`config.mk`:
```
export PLATFORM = sky130hd
export DESIGN_NAME = misr_reg
export DESIGN_NICKNAME = d
export VERILOG_FILES = /design/src/rtl/misr_reg.sv
export SDC_FILE = /design/constraint.sdc
export NUM_CORES = 1
export LEC_CHECK = 0
export CAP_MARGIN = 30
export CORE_UTILIZATION = 43
export DETAILED_ROUTE_END_ITERATION = 10
export PLACE_DENSITY = 0.94
export SLEW_MARGIN = 20
export SYNTH_ARGS = -nofsm -noshare
export SYNTH_HDL_FRONTEND = slang
export SYNTH_SLANG_ARGS = --single-unit
export TNS_END_PERCENT = 20
```
`constraint.sdc`:
```
create_clock -name clk -period 3.4 [get_ports clk]
set_input_delay 0.51 -clock clk [delete_from_list [all_inputs] [get_ports clk]]
set_output_delay 0.51 -clock clk [all_outputs]
set_load 0.02 [all_outputs]
```
`src/rtl/misr_reg.sv`:
```
// rtl/misr_reg.sv - multiple-input signature register compacting one word per enabled cycle
// Ports: clk, rst_n (async active-low), clr (sync clear, wins over en),
//        en (absorb din this cycle), din (word to compact), sig (current signature)
module misr_reg #(
  parameter int unsigned      WIDTH = 16,
  parameter logic [WIDTH-1:0] POLY  = 16'h1021
) (
  input  logic             clk,
  input  logic             rst_n,
  input  logic             clr,
  input  logic             en,
  input  logic [WIDTH-1:0] din,
  output logic [WIDTH-1:0] sig
);

  always_ff @(posedge clk or negedge rst_n) begin
    if (!rst_n) begin
      sig <= '0;
    end else if (clr) begin
      sig <= '0;
    end else if (en) begin
      // Shift left, fold the ejected MSB back through the taps, then mix in the new word
      sig <= {sig[WIDTH-2:0], 1'b0} ^ (sig[WIDTH-1] ? POLY : '0) ^ din;
    end
  end

endmodule

```
==> impl_results.md <==
* Outcome: complete, no violations
* Seq/Total Area, Yosys at 0.510
* Lkg Pwr at ~0.00048 uW
* Initial Utilization at 0.454
* Largest net degree at the start of global routing at 31
* Top flop regs: sig: 16 flops
* Avg WL per Cell at 12.7 um
* Worst-case reg-to-reg path depth at 3
* CP peak stage delay at 0.65 ns
* CP startpoint kind: flip-flop
* Total wire length at 1640 um
* CP Capture Type: output port
* Worst-path maximum fanout at 5
* Deepest clock path buffer count at 2
* Chip Height at 44.7 um
* Max-slew violations at 0
* Hold/Removal Path Class: flip-flop to flip-flop
* Worst path cell trace: clkdlybuf4s50_1
* Row count at 15
* Vias in the first global route at between 500 and 600
* Vias per inst at approximately 4.8
* Max FFs per register at 16
* Post-DRT Antenna Nets at 0
* Layout cells sized above 1 at 0.0577
* Routability cong. at ~0.67
* Final setup TNS at 0 ns
* Top Family by Delay on Critical Path: buffers and inverters
* Cts hold-fix bufs at 0
* CP Depth at 1
* Drt first-iter violations at 7
* Synth top area cells: dfrtp_1 (51%), xnor2_1 (16%), a211oi_1 (13%), nor2_1 (7.7%), xor3_4 (3.5%)
* Peak VDD IR at 0.000219 V
* Die area at 0.00200 mm2
* Inserted Diodes at 0
* Syn avg cell area at 11.4 um2
* Seq cells post-synth at 16
* Layout area overhead at 51.5%
* Syn nets at 89
* Hold Violations, Final at 0
* Final setup viols at 0
* Gr usage total at 0.179
* H-tree levels at 1
* Max_slew headroom at 0.521
* Largest Register: sig
* Post-CTS sizing at 0
* CP Buf/Inv Count at 1
* Clock Root Buffer: clkbuf_4
* Cell accounting for the most synthesized area: dfrtp_1
* Fin nets at 125
* I/O pin cnt at 36
* Latest clock arrival within the worst-skew pair at between 0.2 and 0.3 ns
* Synth cell types at 10
* Final Util at 0.688
* DR vias at roughly 600
* Core Box Area at between 0.0015 and 0.002 mm2
* CTS tree: built
* 1st-pass router iterations at 4
* Ys Warns at 0
* RSZ-0062 raised after global routing: false
* Crit path DAT at roughly 1.4 ns
* Mapped Area at a little under 800 um2
* First-pass GRT wire length at 2570 um
* CP max-delay cell: clkdlybuf4s50_1
* Max-cap viol count at 0
* Highest Clock Rate at between 0.5 and 0.6 GHz
* Grt total ovfl at 0
* Top cell type's share of synthesized area at 0.510
* Synthesized instance count at between 60 and 70
* Port-buffer cells at 35
* Crit path time final at 1.91 ns
* Final period utilization at 0.561
* Post-CTS Setup Repair Bufs at 0
* WP data required at 2.89 ns
* Antenna violations before repair at 0
* Die width at 44.7 um
* DRC viols at 0
* Critical path class: flip-flop to output port
* Clk_skew at 0.00371 ns
* Hold Path Cell Cnt at 2
* Tightest Pin Transition at 0.717 ns
* Clk slew on worst S/H paths at approximately 0.10 ns
* Detailed placer's ending HPWL at approximately 1200 um
* Pwr dens at slightly above 400 mW/mm2
* Total power at slightly below 500 uW
* TritonCTS Buffers at 3
* Clk sinks at 16
==> area by class of cell <==
class | count | area [um2]
Timing Repair Buffer | 36 | 362
Sequential cell | 16 | 400
Multi-Input combinational cell | 48 | 359
Clock buffer | 4 | 36.3
Fill cell | 128 | 538
Tap cell | 25 | 31.3
==> power breakdown <==
part           switching (uW)  internal (uW)  leakage (uW)
sequential               17.2            207      0.000208
combinational            58.9           82.3      0.000250
clock                    63.7           65.2     0.0000210
==> logic make-up after synthesis <==
kind of cell | share of synthesized area
buffers and inverters | 0.0319
XOR/XNOR | 0.222
flip-flops | 0.510
multiplexers | 0.0255
AO/OA/AOI/OAI | 0.134
AND/OR/NAND/NOR | 0.0766
==> layer usage <==
layer	vias up	wire length, um	track usage
li1	306	-	-
met1	286	791	0.247
met2	26	726	0.268
met3	0	125	0.0680
met4	0	0	0.0485
met5	-	0	0
==> cell usage after synthesis, drive strengths merged <==
master	n
buf	3
nor2	16
xnor2	14
dfrtp	16
mux2i	2
xor3	2
a211oi	14
clkbuf	2
==> path summary, 6_finish.rpt <==
| path | start | slack (ns) | end |
|---|---|---|---|
| setup / recovery | sig[15] | 1.49 | sig[15] |
| hold / removal | sig[13] | 0.58 | sig[13] |
| setup reg to reg | sig[15] | 2.14 | sig[12] |
| hold reg to reg | sig[13] | 0.58 | sig[13] |
| max in group asynchronous | rst_n | 2.31 | sig[13] |
| min in group asynchronous | rst_n | 0.64 | sig[2] |
==> cells in the final DEF (no fill, tap or decap) <==
cell type / synthesis / routed
clkdlybuf4s50_1: 0 / 35
mux2i_1: 2 / 2
clkbuf_8: 0 / 1
xor3_4: 1 / 1
xor3_1: 1 / 1
buf_6: 0 / 1
xnor2_1: 14 / 14
nor2_1: 16 / 16
a211oi_1: 14 / 14
dfrtp_1: 16 / 16
clkbuf_4: 0 / 3
==> worst register-to-register path, delay by kind of cell (launching register included) <==
family | cells | cell delay (ns)
DFF | 1 | 0.46
xor gates and xnor gates | 1 | 0.46
muxes | 1 | 0.16
and+or+nand+nor | 1 | 0.06
==> through the flow <==
step	hold WS [ns]	setup WS (ns)	std cells	area, um2
after floorplan	0.214	2.14	69	785
after global placement	0.551	1.32	124	1140
after detailed placement	0.577	1.23	124	1140
after CTS	0.589	1.48	128	1180
after global routing	0.608	1.45	129	1190
final	0.584	1.49	129	1190
Note: power is estimated with default switching activity, not from simulation.
